**config.mk**
```make
export PLATFORM = sky130hd
export DESIGN_NAME = muldiv_sequencer_flat
export DESIGN_NICKNAME = d
export VERILOG_FILES = /design/src/rtl/muldiv_sequencer_pkg.sv /design/src/rtl/muldiv_sequencer_if.sv /design/src/rtl/muldiv_step.sv /design/src/rtl/muldiv_sequencer.sv /design/src/flat_wrapper.sv
export SDC_FILE = /design/constraint.sdc
export NUM_CORES = 1
export LEC_CHECK = 0
export BUFFER_PORTS_ARGS = -buffer_cell sky130_fd_sc_hd__buf_2
export CAP_MARGIN = 25
export CORE_MARGIN = 1
export CORE_UTILIZATION = 60
export CTS_BUF_LIST = sky130_fd_sc_hd__clkbuf_8 sky130_fd_sc_hd__clkbuf_16
export CTS_CLUSTER_SIZE = 14
export DETAILED_ROUTE_END_ITERATION = 6
export PLACE_DENSITY = 0.81
export SYNTH_ARGS = -nofsm -noshare
export SYNTH_HDL_FRONTEND = slang
export SYNTH_SLANG_ARGS = --single-unit
```
**constraint.sdc**
```tcl
create_clock -name clk -period 11.02 [get_ports clk]
set_input_delay 2.204 -clock clk [delete_from_list [all_inputs] [get_ports clk]]
set_output_delay 2.204 -clock clk [all_outputs]
set_load 0.02 [all_outputs]
```
**src/rtl/muldiv_sequencer_pkg.sv**
```systemverilog
// muldiv_sequencer_pkg: shared state encoding, op codes and default width
package muldiv_sequencer_pkg;
   localparam int WIDTH = 32;
   localparam logic OP_MULT = 1'b0;
   localparam logic OP_DIV = 1'b1;
   typedef enum logic [2:0] {IDLE = 3'd0, MULT = 3'd1, DIV = 3'd2, FIX = 3'd3, DONE = 3'd4} state_t;
   function automatic state_t start_state(input logic op, input logic b_zero);
      if (op == OP_MULT) return MULT;
      if (b_zero) return DONE;
      return DIV;
   endfunction
endpackage

```
**src/rtl/muldiv_sequencer_if.sv**
```systemverilog
// muldiv_sequencer_if: request/result bundle between control FSM and sequencer
interface muldiv_sequencer_if import muldiv_sequencer_pkg::*; #(parameter int WIDTH = muldiv_sequencer_pkg::WIDTH);
   logic Start;
   logic Op;
   logic [WIDTH-1:0] A;
   logic [WIDTH-1:0] B;
   logic Busy;
   logic Done;
   logic DivZero;
   logic [WIDTH-1:0] HI;
   logic [WIDTH-1:0] LO;
   modport master(output Start, Op, A, B, input Busy, Done, DivZero, HI, LO);
   modport slave(input Start, Op, A, B, output Busy, Done, DivZero, HI, LO);
endinterface

```
**src/rtl/muldiv_step.sv**
```systemverilog
// muldiv_step: one shift-add (mult) or restore-subtract (div) iteration
module muldiv_step #(parameter int WIDTH = 32) (
   input  logic [2*WIDTH-1:0] acc_i,
   input  logic [WIDTH-1:0]   opnd_i,
   input  logic               div_i,
   output logic [2*WIDTH-1:0] acc_o,
   output logic               q_o
);
   logic [WIDTH:0] sum, upper, diff;
   always_comb begin
      sum = {1'b0, acc_i[2*WIDTH-1:WIDTH]} + {1'b0, acc_i[0] ? opnd_i : {WIDTH{1'b0}}};
      upper = acc_i[2*WIDTH-1:WIDTH-1];
      diff = upper - {1'b0, opnd_i};
      q_o = div_i & ~diff[WIDTH];
      // quotient bit is left as 0 here; the caller merges q_o into bit 0
      acc_o = div_i ? {q_o ? diff[WIDTH-1:0] : upper[WIDTH-1:0], acc_i[WIDTH-2:0], 1'b0}
                    : {sum, acc_i[WIDTH-1:1]};
   end
endmodule

```
**src/rtl/muldiv_sequencer.sv**
```systemverilog
// muldiv_sequencer: multicycle signed MULT/DIV on magnitudes with final sign fix
module muldiv_sequencer import muldiv_sequencer_pkg::*; #(parameter int WIDTH = muldiv_sequencer_pkg::WIDTH) (
   input logic clk,
   input logic reset,
   muldiv_sequencer_if.slave bus
);
   localparam int CW = $clog2(WIDTH);
   state_t state_q, state_d;
   logic [CW-1:0] cnt_q, cnt_d;
   logic [2*WIDTH-1:0] acc_q, acc_d, step_acc, prod;
   logic [WIDTH-1:0] opnd_q, opnd_d, hi_q, hi_d, lo_q, lo_d, a_mag, b_mag, quo, rem;
   logic op_q, op_d, sa_q, sa_d, sb_q, sb_d, dz_q, dz_d, step_q, neg;

   muldiv_step #(.WIDTH(WIDTH)) u_step (
      .acc_i(acc_q), .opnd_i(opnd_q), .div_i(op_q == OP_DIV), .acc_o(step_acc), .q_o(step_q)
   );

   always_comb begin
      a_mag = bus.A[WIDTH-1] ? -bus.A : bus.A;
      b_mag = bus.B[WIDTH-1] ? -bus.B : bus.B;
      neg = sa_q ^ sb_q;
      prod = neg ? -acc_q : acc_q;
      quo = neg ? -acc_q[WIDTH-1:0] : acc_q[WIDTH-1:0];
      rem = sa_q ? -acc_q[2*WIDTH-1:WIDTH] : acc_q[2*WIDTH-1:WIDTH];
      state_d = state_q;
      cnt_d = cnt_q;
      acc_d = acc_q;
      opnd_d = opnd_q;
      hi_d = hi_q;
      lo_d = lo_q;
      op_d = op_q;
      sa_d = sa_q;
      sb_d = sb_q;
      dz_d = dz_q;
      case (state_q)
         IDLE, DONE: begin
            if (bus.Start) begin
               op_d = bus.Op;
               sa_d = bus.A[WIDTH-1];
               sb_d = bus.B[WIDTH-1];
               opnd_d = b_mag;
               acc_d = {{WIDTH{1'b0}}, a_mag};
               cnt_d = '0;
               dz_d = bus.Op == OP_DIV && bus.B == '0;
               state_d = start_state(bus.Op, bus.B == '0);
            end else if (state_q == DONE) state_d = IDLE;
         end
         MULT, DIV: begin
            acc_d = step_acc | {{(2*WIDTH-1){1'b0}}, step_q};
            cnt_d = cnt_q + 1'b1;
            state_d = cnt_q == CW'(WIDTH-1) ? FIX : state_q;
         end
         FIX: begin
            hi_d = op_q == OP_DIV ? rem : prod[2*WIDTH-1:WIDTH];
            lo_d = op_q == OP_DIV ? quo : prod[WIDTH-1:0];
            state_d = DONE;
         end
         default: state_d = IDLE;
      endcase
   end

   always_ff @(posedge clk or posedge reset) begin
      if (reset) begin
         state_q <= IDLE;
         cnt_q <= '0;
         acc_q <= '0;
         opnd_q <= '0;
         hi_q <= '0;
         lo_q <= '0;
         op_q <= 1'b0;
         sa_q <= 1'b0;
         sb_q <= 1'b0;
         dz_q <= 1'b0;
      end else begin
         state_q <= state_d;
         cnt_q <= cnt_d;
         acc_q <= acc_d;
         opnd_q <= opnd_d;
         hi_q <= hi_d;
         lo_q <= lo_d;
         op_q <= op_d;
         sa_q <= sa_d;
         sb_q <= sb_d;
         dz_q <= dz_d;
      end
   end

   assign bus.Busy = state_q == MULT || state_q == DIV || state_q == FIX;
   assign bus.Done = state_q == DONE;
   assign bus.DivZero = state_q == DONE && dz_q;
   assign bus.HI = hi_q;
   assign bus.LO = lo_q;
endmodule
```
**src/flat_wrapper.sv**
```systemverilog
// flat-port wrapper written by rule: the top's interface ports become plain ports
module muldiv_sequencer_flat import muldiv_sequencer_pkg::*;
#(parameter int WIDTH = muldiv_sequencer_pkg::WIDTH)
  (clk, reset, bus_Start, bus_Op, bus_A, bus_B, bus_Busy, bus_Done, bus_DivZero, bus_HI, bus_LO);
  muldiv_sequencer_if #(.WIDTH(WIDTH)) bus_i ();
  input logic clk;
  input logic reset;
  input wire logic [$bits(bus_i.Start)-1:0] bus_Start;
  input wire logic [$bits(bus_i.Op)-1:0] bus_Op;
  input wire logic [$bits(bus_i.A)-1:0] bus_A;
  input wire logic [$bits(bus_i.B)-1:0] bus_B;
  output wire logic [$bits(bus_i.Busy)-1:0] bus_Busy;
  output wire logic [$bits(bus_i.Done)-1:0] bus_Done;
  output wire logic [$bits(bus_i.DivZero)-1:0] bus_DivZero;
  output wire logic [$bits(bus_i.HI)-1:0] bus_HI;
  output wire logic [$bits(bus_i.LO)-1:0] bus_LO;
  assign bus_i.Start = bus_Start;
  assign bus_i.Op = bus_Op;
  assign bus_i.A = bus_A;
  assign bus_i.B = bus_B;
  assign bus_Busy = bus_i.Busy;
  assign bus_Done = bus_i.Done;
  assign bus_DivZero = bus_i.DivZero;
  assign bus_HI = bus_i.HI;
  assign bus_LO = bus_i.LO;
  muldiv_sequencer #(.WIDTH(WIDTH)) u_core (.clk(clk), .reset(reset), .bus(bus_i));
endmodule
```
# Word-level counts from Yosys, hierarchy flattened
# Cells that the tools add are included.
[word_totals] output_inout_bits=67 register_bits=172 elab_cells=71
[op_classes] bitwise_logic=4 n_reduce_logical=12 n_addsub=8 eq_ne=8 muxes=29
[op_table] cell="$mux 32" count=8
[op_table] cell="$mux 64" count=3
[op_table] cell="$neg 32->32" count=4
[op_table] cell="$pmux 64 s2" count=1
[op_table] cell="$neg 64->64" count=1
[op_table] cell="$or 64x1->64" count=1
[op_table] cell="$add 32x32->33" count=1
[op_table] cell="$sub 33x32->33" count=1
[op_table] cell="$logic_not 32->1" count=1
[op_table] cell="$mux 3" count=7
[op_table] cell="$pmux 5 s2" count=1
[op_table] cell="$pmux 3 s3" count=1
[op_table] cell="$mux 1" count=7
[op_table] cell="$eq 3x2->1 const B" count=2
[op_table] cell="$reduce_and 2->1" count=3
[op_table] cell="$add 5x1->5 const B" count=1
[op_table] cell="$eq 5x5->1 const B" count=1
[op_table] cell="$mux 5" count=1
[op_table] cell="$reduce_or 2->1" count=2
[op_table] cell="$eq 3x1->1 const B" count=1
[op_table] cell="$eq 3x3->1 const B" count=1
[op_table] cell="$logic_not 3->1" count=1
[op_table] cell="$ne 3x3->1 const B" count=1
[op_table] cell="$logic_and 1x1->1" count=2
[op_table] cell="other kinds (7)" count=8

# Longest topological paths before layout
[depth] ltp_word=10 mapped_depth=14

# Cells and area by module
# Synthesis repeated with hierarchy kept, for this count alone.
[unflattened] hier_cells=1798 hier_area_um2=14348.8
[by_module_without_submodules] mod="muldiv_sequencer" area_each_um2=9683.0 cells_each=1130 seq_area_each_um2=4304.1 instances=1
[by_module_without_submodules] mod="muldiv_step" area_each_um2=4665.7 cells_each=668 seq_area_each_um2=0.0 instances=1

# Worst setup path after synthesis
# OpenSTA, ideal clock, no wires.
[synth_timing] kind="input port to flip-flop" startpoint="input bus_B[6]" endpoint="register u_core.state_q[1]" setup_slack_ns=6.494 arrival_time_ns=4.406 cell_stages=7 setup_time_ns=0.120 cell_sequence="nor4_1 > nand2b_1 > or3_4 > or4_4 > or4_4 > or3_1 > a31o_1"
[synth_via] elab_chain_cells=9 word_cells_on_any_way=10
[synth_lines] item="start, declared" line="flat_wrapper.sv:11" text="input wire logic [$bits(bus_i.B)-1:0] bus_B;"
[synth_lines] item="$logic_not 32->1 (*)" line="muldiv_sequencer.sv:45" text="state_d = start_state(bus.Op, bus.B == '0);"
[synth_lines] item="$mux 1 (2 in a row)" line="muldiv_sequencer_pkg.sv:9" text="if (b_zero) return DONE;"
[synth_lines] item="$mux 1" line="muldiv_sequencer.sv:37" text="if (bus.Start) begin"
[synth_lines] item="$mux 1" line="muldiv_sequencer.sv:35" text="case (state_q)"
[synth_lines] item="$mux 3 (*)" line="muldiv_sequencer_pkg.sv:10" text="return DIV;"
[synth_lines] item="$mux 3 (*)" line="muldiv_sequencer_pkg.sv:9"
[synth_lines] item="$mux 3 (*)" line="muldiv_sequencer.sv:37"
[synth_lines] item="$pmux 3 s3 (*)" line="muldiv_sequencer.sv:35"
[synth_lines] item="end signal, assigned" line="muldiv_sequencer.sv:75" text="state_q <= state_d;"
[synth_lines] item="end, declared" line="muldiv_sequencer.sv:8" text="state_t state_q, state_d;"
# Mark *: on every way between the ends. The rest lies on a longest branch, timed or not. The select of a mux whose other input is x is not followed.
# A chain may end at the register's enable or synchronous reset.

# Final worst setup path
[layout_timing] startpoint="register u_core.acc_q[0]" endpoint="register u_core.acc_q[61]"
[layout_via] elab_chain_cells=5
[layout_lines] item="start, declared" line="muldiv_sequencer.sv:10" text="logic [2*WIDTH-1:0] acc_q, acc_d, step_acc, prod;"
[layout_lines] item="start signal, assigned" line="muldiv_sequencer.sv:66" text="acc_q <= '0;"
[layout_lines] item="start signal, assigned" line="muldiv_sequencer.sv:77" text="acc_q <= acc_d;"
[layout_lines] item="$mux 32" line="muldiv_step.sv:11" text="sum = {1'b0, acc_i[2*WIDTH-1:WIDTH]} + {1'b0, acc_i[0] ? opnd_i : {WIDTH{1'b0}}};"
[layout_lines] item="$add 32x32->33" line="muldiv_step.sv:11"
[layout_lines] item="$mux 64" line="muldiv_step.sv:16" text="acc_o = div_i ? {q_o ? diff[WIDTH-1:0] : upper[WIDTH-1:0], acc_i[WIDTH-2:0], 1'b0}"
[layout_lines] item="$or 64x1->64" line="muldiv_sequencer.sv:49" text="acc_d = step_acc | {{(2*WIDTH-1){1'b0}}, step_q};"
[layout_lines] item="$pmux 64 s2" line="muldiv_sequencer.sv:35"
# No other way between the ends.

==> metrics.md <==
| Metric | Value |
|---|---|
| Outcome | completed |
| Antenna Nets Post-Route | 0 |
| Pleak | 6.93 nW |
| FP Rows | 54 |
| Worst Setup Start Kind | register |
| Tightest Pin Transition | 1.09 ns |
| Post-CTS Setup Repair Bufs | 0 |
| Clock sink count | 172 |
| Max_slew headroom | 27.3% |
| Logic pwr share | 63.9% |
| Seq. cell area | 4310 sq um |
| Post-synth EDFFs | 0 |
| Fmax achieved | 0.212 GHz |
| WL final | 38100 microns |
| Clk buf depth | 2 |
| Layout cells sized above 1 | 12.3% |
| Tmin final | 4.71 ns |
| Number of global-route vias before repair | 11899 |
| Reg2reg start | u_core.acc_q[0]$_DFFE_PP0P_ |
| Post-DR wirelength/cell | 18.6 microns |
| Seq/Total Area, Yosys | 31.4% |
| CTS tree | yes |
| Drt via density | 6.34 |
| Final nets | 1896 |
| Total power | 5.41 mW |
| Crit end category | register |
| GPL Wtd Cong | 0.945 |
| Hold Crit Start | u_core.bus.HI[25]$_DFFE_PP0N_ |
| First-pass DRT Iterations | 6 |
| Design area | 15100 sq um |
| DRC | 0 |
| Clock power frac | 11.1% |
| Max Slew Vio Count | 0 |
| Hold-fix buffers at CTS | 0 |
| Unrepaired setup endpoints after global routing | false |
| Reg2reg end | u_core.acc_q[61]$_DFFE_PP0P_ |
| CTS root buf | clkbuf_16 |
| P_int | 2.60 mW |
| H-tree depth | 4 |
| Placeable Area | 22100 sq um |
| Arr. time, crit path | 5.01 ns |
| Unique masters post-synth | 79 |
| Initial antenna violation count | 1 |
| Num CTS Buffers | 17 |
| NetSw | 2.81 mW |
| IO Count | 135 |
| Starting Density | 62.1% |
| Mapped cell area | 13700 sq um |
| Final setup viols | 0 |
| Final hold violations | 0 |
| Area growth syn-to-layout | 10.0% |
| Total congestion overflow | 0 |
| Clk_lat worst skew | 0.45 ns |
| GRT Util Overall | 32.6% |
| Die Area | 23500 sq um |
| Post-synthesis area per instance | 8.16 sq um |
| Pwr Density | 359 nW/um^2 |
| Die H | 153 microns |
| Fill count | 1848 |
| Yosys warning count | 0 |
| Hold depth | 2 |
| Maximum number of pins on one net before global-route repair | 126 |
| Via count | 13007 |
| Hold slack | 0.477 ns |
| Multi-input gate area | 8820 sq um |
| Clock Skew | 0.0206 ns |
| FF-to-FF setup slack | 6.31 ns |
| PortBufs | 134 |
| Maximum fanout along the worst path | 30 |
| FF-to-FF path depth | 13 |
| Detailed placement HPWL | 28000 microns |
| CTS resizes | 0 |
| Setup CP Type | reg -> reg |
| Post-route setup TNS | 0 ns |
| 1st-iter DRT viols | 1231 |
| Worst EP required | 11.32 ns |
| Worst ir drop on vdd | 0.356 mV |
| Synth Instances | 1682 |
| Hold EP | u_core.bus.HI[25]$_DFFE_PP0N_ |
| Synth Register Bits | 172 |
| Fin crit share | 42.7% |
| CTS clk-pin slew, worst paths | 0.07 ns |
| Syn_nets | 1822 |
| Synth Flop Type | dfrtp_1 |
| Die width | 153 microns |
| First-pass GRT wire length | 61400 microns |
| Hold/Removal Path Class | reg -> reg |
| # Max-Cap Violations | 0 |
| Switching portion of total power | 51.9% |
| Ys async rst share | 100% |
| Area after DPL | 14500 sq um |
| Sequential fraction of design power | 25.0% |
-- metrics by stage --
| step | utilization [%] | setup WS, ns | std cells |
|---|---|---|---|
| floorplan | - | 4.16 | 1682 |
| global placement | 65.5 | 6.24 | 2015 |
| detailed placement | 65.5 | 6.16 | 2015 |
| CTS | 68.1 | 6.51 | 2047 |
| global route | 68.3 | 6.29 | 2049 |
| finish | 68.3 | 6.31 | 2050 |
-- worst max path at each step --
stage | start | to | cells past startpoint
after floorplan | reset | u_core.acc_q[0]$_DFFE_PP0P_ | 1
after global placement | bus_B[2] | u_core.state_q[1]$_DFFE_PP0P_ | 8
after detailed placement | bus_B[6] | u_core.opnd_q[25]$_DFFE_PP0P_ | 9
after CTS | u_core.acc_q[0]$_DFFE_PP0P_ | u_core.acc_q[61]$_DFFE_PP0P_ | 13
after global routing | u_core.acc_q[31]$_DFFE_PP0P_ | u_core.acc_q[41]$_DFFE_PP0P_ | 14
final | u_core.acc_q[0]$_DFFE_PP0P_ | u_core.acc_q[61]$_DFFE_PP0P_ | 13
-- metal layers --
| metal | global-route usage [%] | vias to the layer above | part of all wire, % |
|---|---|---|---|
| met2 | 48.8 | 585 | 43 |
| met4 | 9.48 | 0 | 2.3 |
| met3 | 7.06 | 78 | 9.7 |
| met5 | 0 | - | 0 |
| met1 | 47.1 | 6152 | 45 |
| li1 | - | 6192 | - |
-- cells by family after synthesis --
kind of cell,Yosys count,share of synthesized area [%]
xor+xnor,173,11.0
compound gates,549,24.7
mux,56,4.10
simple gates,504,17.6
buf+inv,156,4.45
flops,172,31.4
fa+ha+maj,72,6.68
-- area by class of cell --
type / instances / share of cell area [%]
Multi-Input combinational cell: 1354 / 58.4
Clock buffer: 18 / 2.91
Timing Repair Buffer: 147 / 5.22
Sequential cell: 172 / 28.5
Inverter: 64 / 1.62
Tap cell: 280 / 2.32
Clock inverter: 14 / 0.945
Antenna cell: 1 / 0.0166
-- cell usage in the layout (no fill, tap or decap), types with 6 or more instances in the layout --
cell / n
o31ai_1: 29
o22ai_1: 10
dfrtp_1: 171
a22oi_1: 22
mux2i_1: 54
a21o_1: 24
nand3_1: 17
buf_2: 134
clkbuf_16: 17
inv_1: 63
a21oi_1: 89
nor4_1: 14
a31oi_1: 22
nor2_1: 103
nand2b_1: 21
nor2b_1: 12
ha_1: 70
o41ai_1: 13
o21ai_0: 226
xnor2_1: 75
xor2_1: 98
or3_1: 15
o21a_1: 8
or4_1: 10
and3_1: 12
a21boi_0: 6
nor3_1: 25
inv_6: 6
o21bai_1: 9
o211ai_1: 26
nand2_1: 226
nand4_1: 7
o21ai_1: 7
buf_4: 12
a211oi_1: 15
-- worst max-delay path, cell delays in order (launching register included) --
cell	delay [ns]
dfrtp_1	0.50
inv_1	0.16
buf_4	0.37
nor2_1	0.10
ha_1	0.39
o21ai_0	0.15
o21a_1	0.20
nor3_1	0.47
o31ai_1	0.23
a2111oi_0	0.84
a21oi_1	0.22
o31a_1	0.35
o31ai_1	0.40
a21boi_0	0.18
-- sequential cells by signal (all words and copies together), names as in the netlist --
name / flops
u_core.acc_q: 64
u_core.bus.HI: 32
u_core.bus.LO: 32
u_core.opnd_q: 32
u_core.cnt_q: 5
u_core.state_q: 3
u_core.dz_q: 1
u_core.op_q: 1
u_core.sa_q: 1
u_core.sb_q: 1
-- power by group through the flow --
stage / Combinational [mW] / Clock, mW / Sequential [mW]
final: 3.46 / 0.599 / 1.35
after global routing: 3.81 / 0.631 / 1.38
after CTS: 3.40 / 0.607 / 1.33
after detailed placement: 3.37 / 0 / 1.34
after global placement: 3.30 / 0 / 1.33
after floorplan: 2.59 / 0 / 1.26
-- cell usage after synthesis (25+ instances only) --
cell type / count / area share [%]
nand2_1: 228 / 6.2
o21ai_0: 226 / 8.2
dfrtp_1: 172 / 31
nor2_1: 105 / 2.9
xor2_1: 98 / 6.3
a21oi_1: 89 / 3.2
clkbuf_1: 75 / 2.1
xnor2_1: 75 / 4.8
ha_1: 70 / 6.4
inv_1: 64 / 1.8
mux2i_1: 54 / 3.9
o31ai_1: 29 / 1.6
o211ai_1: 26 / 1.4
a21o_1: 25 / 1.4
nor3_1: 25 / 0.91
No activity file was read; power rests on OpenSTA's default activity.
